$ cat config.mk
export PLATFORM = sky130hd
export DESIGN_NAME = pc_fetch_sequencer
export DESIGN_NICKNAME = d
export VERILOG_FILES = /design/src/rtl/pc_fetch_sequencer.sv
export SDC_FILE = /design/constraint.sdc
export NUM_CORES = 1
export LEC_CHECK = 0
export CORE_MARGIN = 8
export CORE_UTILIZATION = 58
export DETAILED_ROUTE_END_ITERATION = 16
export DONT_BUFFER_PORTS = 1
export HOLD_SLACK_MARGIN = 0.03
export MAX_ROUTING_LAYER = met4
export PLACE_DENSITY_LB_ADDON = 0.2
export SETUP_SLACK_MARGIN = 0.05
export SYNTH_ARGS = -nofsm -noshare
export SYNTH_HDL_FRONTEND = slang
export SYNTH_SLANG_ARGS = --single-unit
$ cat constraint.sdc
create_clock -name Clk -period 7.7 [get_ports Clk]
set_clock_uncertainty 0.15 [all_clocks]
set_input_delay 0.77 -clock Clk [delete_from_list [all_inputs] [get_ports Clk]]
set_output_delay 0.77 -clock Clk [all_outputs]
set_load 0.03 [all_outputs]
$ cat src/rtl/pc_fetch_sequencer.sv
// pc_fetch_sequencer: program counter owner and instruction-fetch sequencer.
// Issues fetch requests to instruction memory with a req/ready handshake,
// advances the PC sequentially, applies stalls, and folds in jump/branch
// redirects. A redirect seen while a request is outstanding is parked in a
// pending register and the in-flight instruction is squashed at transfer.
//
// Ports:
//   Clk, Reset          clock, async active-high reset
//   Stall               hazard unit: do not issue new fetches
//   Jump/JumpTarget     jump redirect strobe and destination
//   BranchTaken/Target  taken-branch redirect strobe and destination
//   ImemReady           memory accepts/completes the current request
//   ImemReq             fetch request valid
//   PC                  current fetch address
//   PCPlus4             PC + 4 (combinational)
//   FetchPC             address of the instruction reported by InstValid
//   InstValid           one-cycle pulse per unsquashed transfer
//   Misaligned          PC[1:0] != 0 (combinational)
module pc_fetch_sequencer #(
   parameter logic [31:0] RESET_PC    = 32'h0000_0000,
   parameter int unsigned PC_STEP     = 4,
   parameter int unsigned BOOT_CYCLES = 2
) (
   input  logic        Clk,
   input  logic        Reset,
   input  logic        Stall,
   input  logic        Jump,
   input  logic [31:0] JumpTarget,
   input  logic        BranchTaken,
   input  logic [31:0] BranchTarget,
   input  logic        ImemReady,
   output logic        ImemReq,
   output logic [31:0] PC,
   output logic [31:0] PCPlus4,
   output logic [31:0] FetchPC,
   output logic        InstValid,
   output logic        Misaligned
);

   localparam int unsigned XLEN       = 32;
   localparam int unsigned BOOT_CNT_W = 4;
   localparam logic [BOOT_CNT_W-1:0] BOOT_LAST = BOOT_CNT_W'(BOOT_CYCLES - 1);
   localparam logic [XLEN-1:0]       STEP      = XLEN'(PC_STEP);

   typedef enum logic [2:0] {
      ST_BOOT  = 3'd0,
      ST_FETCH = 3'd1,
      ST_WAIT  = 3'd2,
      ST_STALL = 3'd3,
      ST_HALT  = 3'd4
   } state_e;

   state_e                  state_q,      state_d;
   logic [BOOT_CNT_W-1:0]   boot_cnt_q,   boot_cnt_d;
   logic [XLEN-1:0]         pc_q,         pc_d;
   logic [XLEN-1:0]         fetch_pc_q,   fetch_pc_d;
   logic                    inst_valid_q, inst_valid_d;
   logic                    imem_req_q,   imem_req_d;
   logic                    pend_q,       pend_d;
   logic [XLEN-1:0]         pend_tgt_q,   pend_tgt_d;

   // Redirect selection: jump wins over a simultaneous taken branch.
   logic            redir;
   logic [XLEN-1:0] redir_tgt;
   logic [XLEN-1:0] pc_seq;

   assign redir     = Jump | BranchTaken;
   assign redir_tgt = Jump ? JumpTarget : BranchTarget;
   assign pc_seq    = pc_q + STEP;

   // Next-state and next-output logic.
   always_comb begin
      state_d      = state_q;
      boot_cnt_d   = boot_cnt_q;
      pc_d         = pc_q;
      fetch_pc_d   = fetch_pc_q;
      inst_valid_d = 1'b0;
      pend_d       = pend_q;
      pend_tgt_d   = pend_tgt_q;

      case (state_q)
         ST_BOOT: begin
            // Redirects are ignored until boot completes.
            if (boot_cnt_q == BOOT_LAST) begin
               state_d = Stall ? ST_STALL : ST_FETCH;
            end else begin
               boot_cnt_d = boot_cnt_q + BOOT_CNT_W'(1);
            end
         end

         ST_FETCH, ST_WAIT: begin
            if (ImemReady) begin
               fetch_pc_d   = pc_q;
               // A redirect now or one parked earlier squashes this fetch.
               inst_valid_d = ~(redir | pend_q);
               if (redir) begin
                  pc_d = redir_tgt;
               end else if (pend_q) begin
                  pc_d = pend_tgt_q;
               end else begin
                  pc_d = pc_seq;
               end
               pend_d = 1'b0;
               if (pc_d[1:0] != 2'b00) begin
                  state_d = ST_HALT;
               end else begin
                  state_d = Stall ? ST_STALL : ST_FETCH;
               end
            end else begin
               // PC must hold while the request is outstanding; newest redirect wins.
               state_d = ST_WAIT;
               if (redir) begin
                  pend_d     = 1'b1;
                  pend_tgt_d = redir_tgt;
               end
            end
         end

         ST_STALL: begin
            if (redir) begin
               pc_d = redir_tgt;
            end
            if (pc_d[1:0] != 2'b00) begin
               state_d = ST_HALT;
            end else if (!Stall) begin
               state_d = ST_FETCH;
            end
         end

         ST_HALT: begin
            // Only an aligned redirect releases the sequencer.
            if (redir) begin
               pc_d = redir_tgt;
               if (redir_tgt[1:0] == 2'b00) begin
                  state_d = Stall ? ST_STALL : ST_FETCH;
               end
            end
         end

         default: begin
            state_d = ST_BOOT;
         end
      endcase

      imem_req_d = (state_d == ST_FETCH) || (state_d == ST_WAIT);
   end

   // State and output registers.
   always_ff @(posedge Clk or posedge Reset) begin
      if (Reset) begin
         state_q      <= ST_BOOT;
         boot_cnt_q   <= '0;
         pc_q         <= RESET_PC;
         fetch_pc_q   <= RESET_PC;
         inst_valid_q <= 1'b0;
         imem_req_q   <= 1'b0;
         pend_q       <= 1'b0;
         pend_tgt_q   <= '0;
      end else begin
         state_q      <= state_d;
         boot_cnt_q   <= boot_cnt_d;
         pc_q         <= pc_d;
         fetch_pc_q   <= fetch_pc_d;
         inst_valid_q <= inst_valid_d;
         imem_req_q   <= imem_req_d;
         pend_q       <= pend_d;
         pend_tgt_q   <= pend_tgt_d;
      end
   end

   assign ImemReq    = imem_req_q;
   assign PC         = pc_q;
   assign PCPlus4    = pc_q + 32'd4;
   assign FetchPC    = fetch_pc_q;
   assign InstValid  = inst_valid_q;
   assign Misaligned = (pc_q[1:0] != 2'b00);

endmodule
# Word-level counts from Yosys, hierarchy flattened

Cells that the tools add are included.

Add/subtract/negate cells: 2
$lt $le $gt $ge: 0
Multiplexer cells: 22
Reduce and logical (&&, ||, !) cells: 14
Equality and inequality tests: 8
Shift operators: 0
Bitwise logic cells: 5
Multiply operators: 0
Div/mod/pow operators: 0

Operator list:

| kind                                                                   | count |
|---|---|
| 32-bit 2-to-1 mux                                                      | 8 |
| 32-bit case mux with 3 select lines                                    | 1 |
| 32-bit by 3-bit adder with 32-bit output (second input constant)       | 1 |
| 3-bit 2-to-1 mux                                                       | 7 |
| 3-bit case mux with 4 select lines                                     | 1 |
| 3-bit by 2-bit equality test with 1-bit output (second input constant) | 3 |
| 2-bit AND reduction                                                    | 4 |
| 2-bit nonzero test                                                     | 4 |
| 3-bit by 1-bit equality test with 1-bit output (second input constant) | 2 |
| 4-bit by 1-bit adder with 4-bit output (second input constant)         | 1 |
| 4-bit by 1-bit equality test with 1-bit output (second input constant) | 1 |
| 1-bit 2-to-1 mux                                                       | 4 |
| 3-bit equality test (second input constant)                            | 1 |
| 3-bit logical NOT                                                      | 1 |
| 1-bit inverter                                                         | 3 |
| 3-bit AND reduction                                                    | 1 |
| 3-bit nonzero test                                                     | 1 |
| 2-bit logical NOT                                                      | 1 |
| 2-bit 2-to-1 mux                                                       | 1 |
| 2-bit != test (second input constant)                                  | 1 |
| 1-bit bitwise OR                                                       | 2 |
| 2-bit OR reduction                                                     | 1 |
| 1-bit logical OR                                                       | 1 |

Output and inout bits: 99
Word-level logic and storage cells: 59
Bits in registers: 106
ROM bits: 0
Bits in latches: 0
Input bits: 70
Memories kept: 0
Bits in writable memories: 0

# Longest topological paths before layout

Depth after elaboration: 11
Depth in mapped cells: 8
Mapped depth without buffers: 7

# Least setup slack after synthesis

OpenSTA, ideal clock, no wires.

Kind: register to output
Start point: reg pc_q[15] (netlist: PC[15])
End point: out PCPlus4[29]
Data arrival time: 2.425 ns
Path slack: 4.355 ns
Data required time: 6.780 ns
Stages on the path, launching flop included: 8
Path buffers: 2
Cells stage by stage: dfrtp_1 -> buf_2 -> and4_1 -> nand3_2 -> or4_1 -> buf_2 -> nor2_1 -> xor2_1

Word-level cells in the longest chain between the ends: 1

RTL lines:

| item                                     | line | text |
|---|---|---|
| start: declaration                       | 55   | `logic [XLEN-1:0] pc_q, pc_d;` |
| start signal: assignment                 | 162  | `pc_q <= pc_d;` |
| 32-bit by 3-bit adder with 32-bit output | 173  | `assign PCPlus4 = pc_q + 32'd4;` |
| end: declaration                         | 34   | `output logic [31:0] PCPlus4,` |

Every way passes these cells.

# Final worst setup path

Start point: reg pc_q[4] (netlist: PC[4])
End point: out PCPlus4[29]

Same word-level chain as after synthesis.

==> summary.txt <==
Route
  • Total routed wirelength: 17,400 um
  • DRC Markers: 0
  • Vias per cell: 6.59
  • Routed wire length per instance: 22.8 um
  • Initial DRC Count: 499
  • Vias: 5,018
  • First-pass DRT Iterations: 7
  • ANT nets after route: 0

Final layout
  • Share of cells above drive strength 1: 7.03%
  • Area delta synth->final: 4.07%
  • # diodes: 0
  • Fin cells: 762
  • Final net count: 694

Floorplanning
  • Die area: 13,700 sq um
  • Die Wd: 117 um
  • Starting Density: 58.5%
  • IO Pins: 169
  • Die height: 117 um
  • Row count: 37
  • CORE AREA: 10,100 sq um

Logic synthesis
  • Sequential fraction of the synthesis area: 44.9%
  • Simple-Gate Fraction of Synth Area: 20.5%
  • Synth Area in Compound Gates: 17.0%
  • Mux contribution to synthesized area: 7.71%
  • Top_reg_cell synth: dfrtp_1
  • Async set-reset flop share out of synthesis: 100%
  • Mapped Cells: 653
  • Area share of the leading cell type in the synthesized netlist: 44.9%
  • Mapped Area: 5910 sq um
  • Synth top area cells: dfrtp_1, nand2_1, mux2i_1
  • Adder-cell share of the synthesized area: 0.635%
  • Yosys cell types: 65
  • Register bit count reported by yosys: 106
  • Area leader, netlist: dfrtp_1
  • Xor/xnor share of the synthesized area: 4.60%
  • Ys Warns: 0
  • Largest family of logic cells by synthesized area: simple AND/OR/NAND/NOR gates
  • Synth top cells by count: nand2_1, dfrtp_1, nor2_1
  • Post-synth EDFFs: 0
  • Syn_nets: 726
  • Count leader, synth: nand2_1
  • Syn Area/Cell: 9.05 sq um

Critical path
  • Worst Setup End Kind: primary output
  • Worst EP arrival: 3.25 ns
  • Worst reg2reg path depth: 6
  • Crit-path leading delay family: simple AND/OR/NAND/NOR gates
  • Critical-path cell list: and4_1 -> nand2_4 -> or4_1 -> nor2_1 -> xor2_1
  • Worst setup path start: PC[4]
  • Worst reg2reg endpoint: PC[20]
  • Req. time, crit path: 6.78 ns
  • Buffers & Inverters on Critical Path: 0
  • Crit path to: PCPlus4[29]
  • Flop-to-flop setup slack: 4.64 ns
  • Reg-to-Reg Start: pend_q
  • Crit path largest cell delay: 0.72 ns
  • Stages on worst setup path: 5
  • CP max-delay cell: dfrtp_1
  • Setup CP Type: register to primary output
  • CP Launch Type: register
  • Maximum fanout along the worst path: 9

Power and ir drop
  • Leakage power: 2.69 nW
  • Pwr/cell area: 473 nW/um^2
  • Worst VDD drop: 0.220 mV
  • Total power: 2.91 mW

Global route
  • GR Overflow Total: 0
  • Vias in the first global route: 4,984
  • Global-route wire length before repair: 26,600 um
  • Largest net degree at the start of global routing: 89
  • All-Layer GR Usage: 26.2%
  • Initial antenna violation count: 0

Job
  • MaxCap Viol Count: 0

CTS
  • CTS clk-pin slew, worst paths: 0.10 ns
  • # hold bufs at CTS: 0
  • TritonCTS clock tree: yes
  • Post-CTS Setup Bufs: 0
  • Worst-skew pair later-pin latency: 0.39 ns
  • Clock sinks: 106
  • H-tree depth: 3
  • PostCTS Resize Cnt: 0
  • Num CTS Buffers: 9
  • Max clock buf depth: 2
  • Root Buffer: clkbuf_8

Timing
  • Slew headroom: 16.5%
  • Fmax: 240 MHz
  • Period minus WS final: 4.17 ns
  • Worst Tran Pin Value: 1.25 ns
  • Final TNS setup: 0 ns
  • Final hold vios: 0
  • Setup violators final: 0
  • Setup WS post-layout: 3.53 ns
  • Final slew viol count: 0
  • RSZ-0062 raised after global routing: false
  • Final period util: 54.1%

Place
  • Post-DP HPWL: 12,400 um
  • RePlAce Congestion: 0.823
  • Pre-CTS setup slack: 3.96 ns
  • Port buffer count: 0
  • Post-Place Cells: 746

Worst hold path
  • Hold crit path type: input port to async pin

Status
  • Outcome: complete, no violations
[cells in the final DEF, fill, tap and decap left out, types with 3 or more instances in the layout]
| cell type | count |
|---|---|
| a21oi_1 | 44 |
| a221oi_1 | 7 |
| a222oi_1 | 17 |
| a22o_1 | 3 |
| a31oi_1 | 4 |
| and2_1 | 4 |
| and3_1 | 4 |
| and4_1 | 4 |
| buf_4 | 7 |
| clkbuf_8 | 9 |
| dfrtp_1 | 106 |
| ha_1 | 3 |
| inv_1 | 15 |
| mux2_2 | 4 |
| mux2i_1 | 41 |
| nand2_1 | 117 |
| nand2b_1 | 4 |
| nand3_1 | 10 |
| nand4_1 | 16 |
| nor2_1 | 62 |
| nor3_1 | 4 |
| nor4_1 | 6 |
| o211ai_1 | 5 |
| o21a_1 | 3 |
| o21ai_0 | 19 |
| o221ai_1 | 5 |
| o22ai_1 | 10 |
| o31a_1 | 5 |
| or4_1 | 3 |
| xnor2_1 | 17 |
| xor2_1 | 14 |
[cell type report]
class | instances | area (sq um)
Timing Repair Buffer | 7 | 52.6
Clock inverter | 5 | 78.8
Inverter | 16 | 62.6
Fill cell | 883 | 3940
Multi-Input combinational cell | 481 | 3000
Clock buffer | 11 | 131
Tap cell | 136 | 170
Sequential cell | 106 | 2650
[cell families after synthesis]
group           count (synthesis)
compound gates                144
xor+xnor                       31
fa+ha+maj                       3
buf+inv                        66
flops                         106
mux                            45
simple gates                  258
[registers in the layout (all words and copies together) (netlist names)]
| name | flops |
|---|---|
| boot_cnt_q | 4 |
| state_q | 3 |
| FetchPC | 32 |
| pend_q | 1 |
| PC | 32 |
| InstValid | 1 |
| pend_tgt_q | 32 |
| ImemReq | 1 |
[report_power, final]
| part | switching, mW | internal, mW | leakage, nW |
|---|---|---|---|
| registers | 0.656 | 0.811 | 1.26 |
| logic | 0.693 | 0.369 | 1.32 |
| clock network | 0.196 | 0.183 | 0.107 |
[layer usage]
metal  vias up  global-route usage, %  wire (um)
li1       2275                      -          -
met1      2467                   32.5       6880
met2       245                   39.2       8040
met3        31                   7.80       2010
met4         0                   11.2        472
met5         -                      -          0
[worst min path at each step]
stage / startpoint / to / slack, ns / depth (start not counted)
2_1_floorplan: boot_cnt_q[3] / boot_cnt_q[3] / 0.30 / 1
5_1_grt: Reset / FetchPC[3] / 0.04 / 1
3_3_place_gp: boot_cnt_q[3] / boot_cnt_q[3] / 0.32 / 1
3_5_place_dp: boot_cnt_q[3] / boot_cnt_q[3] / 0.32 / 1
6_report: Reset / FetchPC[6] / 0.03 / 1
4_1_cts: Reset / FetchPC[6] / 0.03 / 1
[stage by stage]
| stage | hold WS (ns) | util, % | area, sq um |
|---|---|---|---|
| floorplan | 0.297 | - | 5910 |
| global placement | 0.318 | 58.8 | 5940 |
| detailed placement | 0.317 | 58.8 | 5940 |
| CTS | 0.0300 | 60.9 | 6150 |
| global route | 0.0388 | 60.9 | 6150 |
| finish | 0.0250 | 60.9 | 6150 |
No activity file was read; power rests on OpenSTA's default activity.
